<file path="src/rtl/camera_controller_if.sv">
// Camera controller frame-update bus: frame trigger, controls, follow target and camera result.
interface camera_controller_if #(
   parameter int WORLD_BITS = 18
);
   logic                         new_frame_in;
   logic [3:0]                   btn_in;
   logic                         fast_in;
   logic                         follow_in;
   logic                         snap_in;
   logic signed [WORLD_BITS-1:0] target_x_in;
   logic signed [WORLD_BITS-1:0] target_y_in;
   logic signed [WORLD_BITS-1:0] camera_x_out;
   logic signed [WORLD_BITS-1:0] camera_y_out;
   logic                         update_out;
   logic                         busy_out;
   logic                         overrun_out;

   modport master (
      output new_frame_in, btn_in, fast_in, follow_in, snap_in, target_x_in, target_y_in,
      input  camera_x_out, camera_y_out, update_out, busy_out, overrun_out
   );

   modport slave (
      input  new_frame_in, btn_in, fast_in, follow_in, snap_in, target_x_in, target_y_in,
      output camera_x_out, camera_y_out, update_out, busy_out, overrun_out
   );
endinterface

</file>
<file path="src/rtl/camera_controller.sv">
// Per-frame camera position update: manual stepping or smoothed target follow,
// clamped to the world bounds and committed through a fixed 4-state pipeline.
module camera_controller #(
   parameter int WORLD_BITS   = 18,
   parameter int INIT_X       = 640,
   parameter int INIT_Y       = 360,
   parameter int STEP_SMALL   = 5,
   parameter int STEP_LARGE   = 20,
   parameter int MIN_X        = 0,
   parameter int MAX_X        = 8191,
   parameter int MIN_Y        = 0,
   parameter int MAX_Y        = 2047,
   parameter int FOLLOW_SHIFT = 3
) (
   input logic                clk_in,
   input logic                rst_in,
   camera_controller_if.slave bus
);
   localparam int unsigned W  = WORLD_BITS;
   localparam int unsigned DW = WORLD_BITS + 1;
   localparam int unsigned EW = WORLD_BITS + 2;

   localparam logic signed [EW-1:0] MIN_X_E = EW'(MIN_X);
   localparam logic signed [EW-1:0] MAX_X_E = EW'(MAX_X);
   localparam logic signed [EW-1:0] MIN_Y_E = EW'(MIN_Y);
   localparam logic signed [EW-1:0] MAX_Y_E = EW'(MAX_Y);

   typedef enum logic [1:0] {IDLE, STEP, CLAMP, COMMIT} state_t;

   state_t state_q, state_d;

   logic [3:0]             btn_q;
   logic                   fast_q, follow_q, snap_q;
   logic signed [W-1:0]    tgt_x_q, tgt_y_q;
   logic signed [EW-1:0]   nxt_x_q, nxt_y_q;
   logic signed [W-1:0]    clp_x_q, clp_y_q;
   logic signed [W-1:0]    cam_x_q, cam_y_q;
   logic                   update_q, busy_q, overrun_q;
   logic signed [EW-1:0]   step_c;

   // Unclamped next coordinate for one axis, in a width that cannot overflow.
   function automatic logic signed [EW-1:0] axis_next(
      input logic signed [W-1:0]  cam,
      input logic signed [W-1:0]  tgt,
      input logic                 inc,
      input logic                 dec,
      input logic signed [EW-1:0] step,
      input logic                 follow,
      input logic                 snap
   );
      logic signed [DW-1:0] diff;
      logic signed [DW-1:0] delta;
      logic signed [EW-1:0] res;
      diff  = DW'(tgt) - DW'(cam);
      delta = diff >>> FOLLOW_SHIFT;
      // Small residual differences still move one unit so follow always converges.
      if (delta == '0 && diff != '0) delta = diff[DW-1] ? '1 : DW'(1);
      res = EW'(cam);
      if (follow) begin
         if (snap) res = EW'(tgt);
         else      res = EW'(cam) + EW'(delta);
      end else begin
         if (inc) res = res + step;
         if (dec) res = res - step;
      end
      return res;
   endfunction

   function automatic logic signed [W-1:0] clamp(
      input logic signed [EW-1:0] v,
      input logic signed [EW-1:0] lo,
      input logic signed [EW-1:0] hi
   );
      logic signed [EW-1:0] r;
      r = v;
      if (v < lo) r = lo;
      if (v > hi) r = hi;
      return W'(r);
   endfunction

   // State register.
   always_ff @(posedge clk_in or negedge rst_in) begin
      if (!rst_in) state_q <= IDLE;
      else         state_q <= state_d;
   end

   // Next-state logic: fixed walk through the pipeline once triggered.
   always_comb begin
      state_d = state_q;
      unique case (state_q)
         IDLE:   if (bus.new_frame_in) state_d = STEP;
         STEP:   state_d = CLAMP;
         CLAMP:  state_d = COMMIT;
         COMMIT: state_d = IDLE;
      endcase
   end

   assign step_c = fast_q ? EW'(STEP_LARGE) : EW'(STEP_SMALL);

   // Datapath and registered status outputs.
   always_ff @(posedge clk_in or negedge rst_in) begin
      if (!rst_in) begin
         btn_q     <= '0;
         fast_q    <= 1'b0;
         follow_q  <= 1'b0;
         snap_q    <= 1'b0;
         tgt_x_q   <= '0;
         tgt_y_q   <= '0;
         nxt_x_q   <= '0;
         nxt_y_q   <= '0;
         clp_x_q   <= '0;
         clp_y_q   <= '0;
         cam_x_q   <= W'(INIT_X);
         cam_y_q   <= W'(INIT_Y);
         update_q  <= 1'b0;
         busy_q    <= 1'b0;
         overrun_q <= 1'b0;
      end else begin
         busy_q   <= (state_d != IDLE);
         update_q <= (state_q == COMMIT);
         if (bus.new_frame_in && state_q != IDLE) overrun_q <= 1'b1;
         unique case (state_q)
            IDLE: if (bus.new_frame_in) begin
               btn_q    <= bus.btn_in;
               fast_q   <= bus.fast_in;
               follow_q <= bus.follow_in;
               snap_q   <= bus.snap_in;
               tgt_x_q  <= bus.target_x_in;
               tgt_y_q  <= bus.target_y_in;
            end
            STEP: begin
               nxt_x_q <= axis_next(cam_x_q, tgt_x_q, btn_q[2], btn_q[3], step_c, follow_q, snap_q);
               nxt_y_q <= axis_next(cam_y_q, tgt_y_q, btn_q[0], btn_q[1], step_c, follow_q, snap_q);
            end
            CLAMP: begin
               clp_x_q <= clamp(nxt_x_q, MIN_X_E, MAX_X_E);
               clp_y_q <= clamp(nxt_y_q, MIN_Y_E, MAX_Y_E);
            end
            COMMIT: begin
               cam_x_q <= clp_x_q;
               cam_y_q <= clp_y_q;
            end
         endcase
      end
   end

   assign bus.camera_x_out = cam_x_q;
   assign bus.camera_y_out = cam_y_q;
   assign bus.update_out   = update_q;
   assign bus.busy_out     = busy_q;
   assign bus.overrun_out  = overrun_q;
endmodule

</file>
<file path="src/flat_wrapper.sv">
// flat-port wrapper written by rule: the top's interface ports become plain ports
module camera_controller_flat 
#(
   parameter int WORLD_BITS   = 18,
   parameter int INIT_X       = 640,
   parameter int INIT_Y       = 360,
   parameter int STEP_SMALL   = 5,
   parameter int STEP_LARGE   = 20,
   parameter int MIN_X        = 0,
   parameter int MAX_X        = 8191,
   parameter int MIN_Y        = 0,
   parameter int MAX_Y        = 2047,
   parameter int FOLLOW_SHIFT = 3
)
  (clk_in, rst_in, bus_new_frame_in, bus_btn_in, bus_fast_in, bus_follow_in, bus_snap_in, bus_target_x_in, bus_target_y_in, bus_camera_x_out, bus_camera_y_out, bus_update_out, bus_busy_out, bus_overrun_out);
  camera_controller_if #(.WORLD_BITS(WORLD_BITS)) bus_i ();
  input logic clk_in;
  input logic rst_in;
  input wire logic [$bits(bus_i.new_frame_in)-1:0] bus_new_frame_in;
  input wire logic [$bits(bus_i.btn_in)-1:0] bus_btn_in;
  input wire logic [$bits(bus_i.fast_in)-1:0] bus_fast_in;
  input wire logic [$bits(bus_i.follow_in)-1:0] bus_follow_in;
  input wire logic [$bits(bus_i.snap_in)-1:0] bus_snap_in;
  input wire logic [$bits(bus_i.target_x_in)-1:0] bus_target_x_in;
  input wire logic [$bits(bus_i.target_y_in)-1:0] bus_target_y_in;
  output wire logic [$bits(bus_i.camera_x_out)-1:0] bus_camera_x_out;
  output wire logic [$bits(bus_i.camera_y_out)-1:0] bus_camera_y_out;
  output wire logic [$bits(bus_i.update_out)-1:0] bus_update_out;
  output wire logic [$bits(bus_i.busy_out)-1:0] bus_busy_out;
  output wire logic [$bits(bus_i.overrun_out)-1:0] bus_overrun_out;
  assign bus_i.new_frame_in = bus_new_frame_in;
  assign bus_i.btn_in = bus_btn_in;
  assign bus_i.fast_in = bus_fast_in;
  assign bus_i.follow_in = bus_follow_in;
  assign bus_i.snap_in = bus_snap_in;
  assign bus_i.target_x_in = bus_target_x_in;
  assign bus_i.target_y_in = bus_target_y_in;
  assign bus_camera_x_out = bus_i.camera_x_out;
  assign bus_camera_y_out = bus_i.camera_y_out;
  assign bus_update_out = bus_i.update_out;
  assign bus_busy_out = bus_i.busy_out;
  assign bus_overrun_out = bus_i.overrun_out;
  camera_controller #(.WORLD_BITS(WORLD_BITS), .INIT_X(INIT_X), .INIT_Y(INIT_Y), .STEP_SMALL(STEP_SMALL), .STEP_LARGE(STEP_LARGE), .MIN_X(MIN_X), .MAX_X(MAX_X), .MIN_Y(MIN_Y), .MAX_Y(MAX_Y), .FOLLOW_SHIFT(FOLLOW_SHIFT)) u_core (.clk_in(clk_in), .rst_in(rst_in), .bus(bus_i));
endmodule
</file>
<file path="config.mk">
export PLATFORM = sky130hd
export DESIGN_NAME = camera_controller_flat
export DESIGN_NICKNAME = d
export VERILOG_FILES = /design/src/rtl/camera_controller_if.sv /design/src/rtl/camera_controller.sv /design/src/flat_wrapper.sv
export SDC_FILE = /design/constraint.sdc
export NUM_CORES = 1
export LEC_CHECK = 0
export CAP_MARGIN = 20
export CORE_MARGIN = 5
export CORE_UTILIZATION = 26
export CTS_CLUSTER_DIAMETER = 60
export DETAILED_ROUTE_END_ITERATION = 8
export DONT_BUFFER_PORTS = 1
export PLACE_DENSITY = 0.38
export SLEW_MARGIN = 20
export SYNTH_ARGS = -nofsm -noshare
export SYNTH_HDL_FRONTEND = slang
export SYNTH_SLANG_ARGS = --single-unit
</file>
<file path="constraint.sdc">
create_clock -name clk_in -period 5.7 [get_ports clk_in]
set_clock_uncertainty 0.05 [all_clocks]
set_input_delay 0.855 -clock clk_in [delete_from_list [all_inputs] [get_ports clk_in]]
set_output_delay 0.855 -clock clk_in [all_outputs]
set_load 0.05 [all_outputs]
</file>
==> results of run 1 <==
kinds of logic after synthesis:
group                    after synthesis
AND/OR/NAND/NOR                      419
AO/OA/AOI/OAI                        379
flip-flops                           160
buffers and inverters                115
XOR/XNOR                             103
adder cells (fa/ha/maj)               92
multiplexers                          90
cell usage after synthesis, drive strengths merged, types with 13 or more instances:
| cell | count |
|---|---|
| nor4 | 13 |
| a31oi | 22 |
| a21o | 33 |
| nor2 | 116 |
| clkbuf | 41 |
| or2 | 13 |
| o211ai | 19 |
| nor2b | 26 |
| nand3 | 31 |
| xor2 | 21 |
| xnor2 | 82 |
| mux2i | 19 |
| a21oi | 85 |
| ha | 88 |
| o21ai | 99 |
| a211oi | 22 |
| dfrtp | 154 |
| nand2 | 106 |
| inv | 64 |
| mux2 | 71 |
| nor3 | 37 |
| nand2b | 18 |
| o21a | 14 |
what timing repair did:
item,in CTS,in global routing
pin swaps,0,2
resized for setup,1,11
setup endpoints to repair,2,16
buffers inserted,0,2
worst max-delay path by stage:
stage / end / slack, ps / depth (start not counted)
2_1_floorplan: u_core.nxt_x_q[17] / 580 / 19
3_3_place_gp: u_core.nxt_x_q[17] / 50 / 21
3_5_place_dp: u_core.nxt_x_q[17] / -40 / 21
4_1_cts: u_core.nxt_x_q[17] / 60 / 21
5_1_grt: u_core.nxt_x_q[14] / 10 / 24
6_report: u_core.nxt_x_q[14] / 370 / 23
layer usage:
| layer | vias to the layer above | wire [µm] | track usage (%) |
|---|---|---|---|
| met4 | 0 | 686 | 3.44 |
| met3 | 41 | 1700 | 3.73 |
| met1 | 4916 | 18900 | 21.0 |
| met2 | 181 | 18300 | 25.5 |
| li1 | 4975 | - | - |
| met5 | - | 0 | 0 |
cell type report:
type,instances,share of cell area (%)
multi-input cells,1083,56.3
flip-flops and latches,160,29.3
well taps,607,5.55
clock buffers,19,3.24
repair buffers,50,2.74
inverters,65,1.78
clock inverters,13,1.02
critical path, stage by stage (launching register included):
cell and delay, ps:
dfrtp_1 390, inv_1 60, ha_1 150, inv_1 50, fa_1 420, a211oi_2 310
o21ai_2 130, a41oi_2 230, xnor2_1 130, a211o_1 280, nor4_1 160, or4b_1 500
o41ai_4 370, ha_2 260, fa_1 210, a21oi_1 100, o22a_1 220, a21o_1 200
o211ai_1 160, buf_4 160, nor3_1 50, a21o_1 160, a31oi_1 230, a41oi_1 150
flip-flops by register name (all words and copies together) (netlist names), 2 cells and up:
signal and cells:
u_core.btn_q 4, u_core.bus.camera_x_out 18, u_core.bus.camera_y_out 18, u_core.clp_x_q 18
u_core.clp_y_q 18, u_core.nxt_x_q 20, u_core.nxt_y_q 20, u_core.state_q 2
u_core.tgt_x_q 18, u_core.tgt_y_q 18
stage by stage:
step	instances	area (µm²)	worst slack, ps	setup TNS (ps)
6_report	1997	13700	368	0
5_1_grt	1997	13700	12.7	0
4_1_cts	1995	13600	56.6	0
3_5_place_dp	1963	13000	-44.7	-44.7
3_3_place_gp	1963	13000	47.6	0
2_1_floorplan	1358	12100	576	0
==> out/qor.yml, run 1 <==
synthesis:
  synth_xor_area_share_pct: 7.46
  synth_nets: 1496
  ys.flop_type: "dfrtp_1"
  synth_area_leader_cell: "dfrtp_1"
  syn_area_per_cell_um2: 8.91
  synth.distinct_cells: 84
  yosysWarnings: 0
  synth_compound_area_share_pct: 20.9
  async_flop_share_pct: 100
  synth-seq-area-share_pct: 33.2
  ys_ff_latch: 160
  synth_area_leaders: "dfrtp_1, ha_1, mux2_2"
  syn-cell-area_um2: 12100
  netlist_instances: 1358
  synth_top_family_by_area: "compound AO/OA/AOI/OAI gates"
  synthMuxAreaShare_pct: 8.18
  yosys.area_share.simple_pct: 16.9
  synth-adder-area-share_pct: 9.76
  synth_edf_count: 0
  yosys.area.top_type_share_pct: 31.9
final_layout:
  post-route-util_pct: 29.6
  fill_cells: 4961
  drive_above_1_share_pct: 14.6
  fin_nets: 1515
  synthToLayoutAreaGrowth_pct: 13.1
  multi_input_area_um2: 7710
  final_cell_mix: "dfrtp_1, nor2_1, nand2_1, o21ai_0"
  seq_area_um2: 4010
  n_antenna_cell: 0
  mostFrequentLayoutCell: "dfrtp_1"
clock_tree:
  clock_path_buffers: 2
  tritoncts: "built"
  cts_root_buf: "clkbuf_16"
  holdBufCountCts: 0
  clk_pin_slew_ps: 70
  h-tree-depth: 4
  cts_sinks: 160
  numCtsBuffers: 17
  clock_latency_ps: 460
global_route:
  antenna_found_initial: 0
  grt_max_degree: 161
  grt_pass1_vias: 10400
  grt_pass1_wl_um: 61700
  grt_overflow_total: 0
  track_usage_pct: 15.6
sta:
  worst_slew_pin_slew_ps: 900
  relSlewSlack_pct: 39.6
  rsz0062_at_grt: "no"
  hold_violations: 0
  slew_viol_final: 0
  fin_hold_ws_ps: 53.6
  period_share_pct: 93.5
  fmax_mhz: 188
  period_needed_ps: 5330
  setup_viol: 0
worst_setup_path:
  cp.required_ps: 5940
  cp.arrival_ps: 5570
  critPathMaxFanout: 3
  worst-r2r-cell-count: 23
  r2r_setup_slack_ps: 370
  critPathLaunch: "u_core.tgt_x_q[0]"
  regToRegStartpoint: "u_core.tgt_x_q[0]"
  cp-start-kind: "register"
  path_class: "register to register"
  end_kind: "register"
  timing.rr.end: "u_core.nxt_x_q[14]"
routing:
  wire_per_inst_um: 19.8
  viasPerCell: 5.06
  drt_wl_total_um: 39600
  drcViolationCount: 0
  vias: 10100
  drt_iter0_drc: 684
  first_pass_iters: 5
  antenna_left: 0
die:
  core_um2: 46300
  start_util_pct: 26.1
  num_io_pins: 85
  rows: 79
  die_y_um: 226
  fp.dieArea_um2: 50900
  die_x_um: 226
place:
  hpwl_um: 29400
  gp_congestion: 0.822
  io_buffers: 0
run:
  cap_violations: 0
min_path:
  worstHoldPathType: "primary input to asynchronous set/reset pin"
run_status:
  outcome: "finished, final reports clean"
Power of run 1 is left out: the tool's default activity adds up to more than one toggle a clock period on the data nets, which glitch-free logic cannot reach.
==> run 2, diff against run 1 <==
--- a/config.mk
+++ b/config.mk
@@ -7,11 +7,11 @@
 export LEC_CHECK = 0
 export CAP_MARGIN = 20
 export CORE_MARGIN = 5
-export CORE_UTILIZATION = 26
+export CORE_UTILIZATION = 30
 export CTS_CLUSTER_DIAMETER = 60
 export DETAILED_ROUTE_END_ITERATION = 8
 export DONT_BUFFER_PORTS = 1
-export PLACE_DENSITY = 0.38
+export PLACE_DENSITY = 0.43
 export SLEW_MARGIN = 20
 export SYNTH_ARGS = -nofsm -noshare
 export SYNTH_HDL_FRONTEND = slang
==> constraint.sdc (replaced) <==
create_clock -name clk_in -period 6.3 [get_ports clk_in]
set_clock_uncertainty 0.05 [all_clocks]
set_input_delay 0.945 -clock clk_in [delete_from_list [all_inputs] [get_ports clk_in]]
set_output_delay 0.945 -clock clk_in [all_outputs]
set_load 0.05 [all_outputs]
==> run 2 against run 1 <==
First-iteration DRC count increased by 1.8%. Setup slack improved by 130 ps. Wire length decreased by 2.8%. Sequential cell count unchanged. Global-route usage increased by 1.9 points. Sequential share of layout area increased by 0.59 points. Maximum frequency decreased by 8.2%. Register-to-register slack improved by 130 ps.
==> out/qor.yml, run 2 (synthesized netlist as in run 1, its figures left out) <==
clock_tree:
  cts-resized-gates: 0
  holdBufCountCts: 0
  numCtsBuffers: 17
  clk_pin_slew_ps: 70
  cts_root_buf: "clkbuf_16"
  clock_latency_ps: 460
  tritoncts: "built"
  cts_sinks: 160
  clock_path_buffers: 2
  h-tree-depth: 4
  cts_setup_buffers: 0
routing:
  vias: 10100
  antenna_left: 0
  wire_per_inst_um: 20.2
  viasPerCell: 5.31
  drt_iter0_drc: 696
  first_pass_iters: 5
  drcViolationCount: 0
  drt_wl_total_um: 38500
global_route:
  track_usage_pct: 17.5
  grt_max_degree: 161
  antenna_found_initial: 0
  grt_pass1_vias: 10200
  grt_pass1_wl_um: 60900
  grt_overflow_total: 0
sta:
  worst_slew_pin_slew_ps: 818
  rsz0062_at_grt: "no"
  fin_hold_ws_ps: 141
  relSlewSlack_pct: 45.4
  slew_viol_final: 0
  period_share_pct: 92.2
  fmax_mhz: 172
  hold_violations: 0
  fin_setup_tns_ps: 0
  period_needed_ps: 5810
  setup_viol: 0
worst_setup_path:
  critPathMaxStageDelay_ps: 760
  crit_chain: "inv_1 > ha_1 > o21a_1 > o31a_1 > o211ai_1 > a21oi_1 > o41ai_2 > o311ai_0 > o41ai_1 > ha_1 > a21oi_1 > nand4b_1 > nand3_1 > a31o_2 > a2111o_1 > a2111oi_0 > a211oi_1 > a311oi_1"
  cp_num_buf_inv: 1
  cpLargestDelayFamily: "compound AO/OA/AOI/OAI gates"
  cp_slowest_cell: "dfstp_2"
  cp.required_ps: 6610
  cp-start-kind: "register"
  r2r_setup_slack_ps: 490
  critPathMaxFanout: 7
  cp.arrival_ps: 6110
  path_class: "register to register"
  end_kind: "register"
final_layout:
  synthToLayoutAreaGrowth_pct: 10.9
  fill_cells: 4226
  finalNonFillerCells: 1901
  mostFrequentLayoutCell: "dfrtp_1"
  final_cell_mix: "dfrtp_1, nor2_1, nand2_1, o21ai_0, ha_1"
  post-route-util_pct: 33.7
  top_regs: "u_core.nxt_x_q x20, u_core.nxt_y_q x20"
  drive_above_1_share_pct: 13.4
  n_antenna_cell: 0
  fin_nets: 1501
die:
  die_x_um: 211
  core_um2: 39800
  die_y_um: 211
  rows: 73
  num_io_pins: 85
  fp.dieArea_um2: 44400
  start_util_pct: 30.4
place:
  post-place-cells: 1869
  io_buffers: 0
  hpwl_um: 28900
  gp_congestion: 0.866
run_status:
  outcome: "finished, final reports clean"
run:
  cap_violations: 0
min_path:
  worstHoldPathType: "primary input to asynchronous set/reset pin"
-- run 2: cell types whose count changed in the layout (fill, tap and decap cells not counted), moves of 2 or more --
cell | before | now
o41ai_1 | 2 | 4
o21ai_0 | 92 | 96
o21ai_1 | 6 | 3
a211oi_2 | 4 | 2
a211oi_1 | 18 | 20
clkinvlp_4 | 8 | 6
clkinv_2 | 2 | 4
buf_4 | 50 | 36
-- run 2: final cells by class --
type                       instances  area, µm²  share of cell area (%)
sequential                       160       4010                    29.9
clock buffer                      19        453                    3.38
inverter                          65        244                    1.82
multi-input combinational       1083       7660                    57.1
clock inverter                    13        113                   0.840
tap                              525        657                    4.90
timing repair buffer              36        270                    2.01
-- run 2: stage by stage --
step	instance area [µm²]	worst slack (ps)
floorplan	12100	1180
finish	13400	494
detailed placement	12800	566
CTS	13400	551
global placement	12800	638
global route	13400	105
-- run 2: path summary, 6_finish.rpt --
path | from | to | cells after the start
setup / recovery | u_core.bus.camera_y_out[3] | u_core.nxt_y_q[17] | 18
hold / removal | rst_in | u_core.bus.camera_x_out[16] | 0
setup reg to reg | u_core.bus.camera_y_out[3] | u_core.nxt_y_q[17] | 18
hold reg to reg | u_core.clp_y_q[14] | u_core.bus.camera_y_out[14] | 2
max in group asynchronous | rst_in | u_core.bus.camera_y_out[5] | 0
min in group clk_in | u_core.clp_y_q[14] | u_core.bus.camera_y_out[14] | 2
-- run 2: routing by layer --
metal | vias up | track usage (%) | wire, µm
li1 | 4962 | - | -
met3 | 43 | 3.70 | 1570
met1 | 4884 | 24.1 | 18300
met2 | 205 | 28.2 | 17900
met5 | - | 0 | 0
met4 | 0 | 4.63 | 717
Power of run 2 is left out for the same reason.
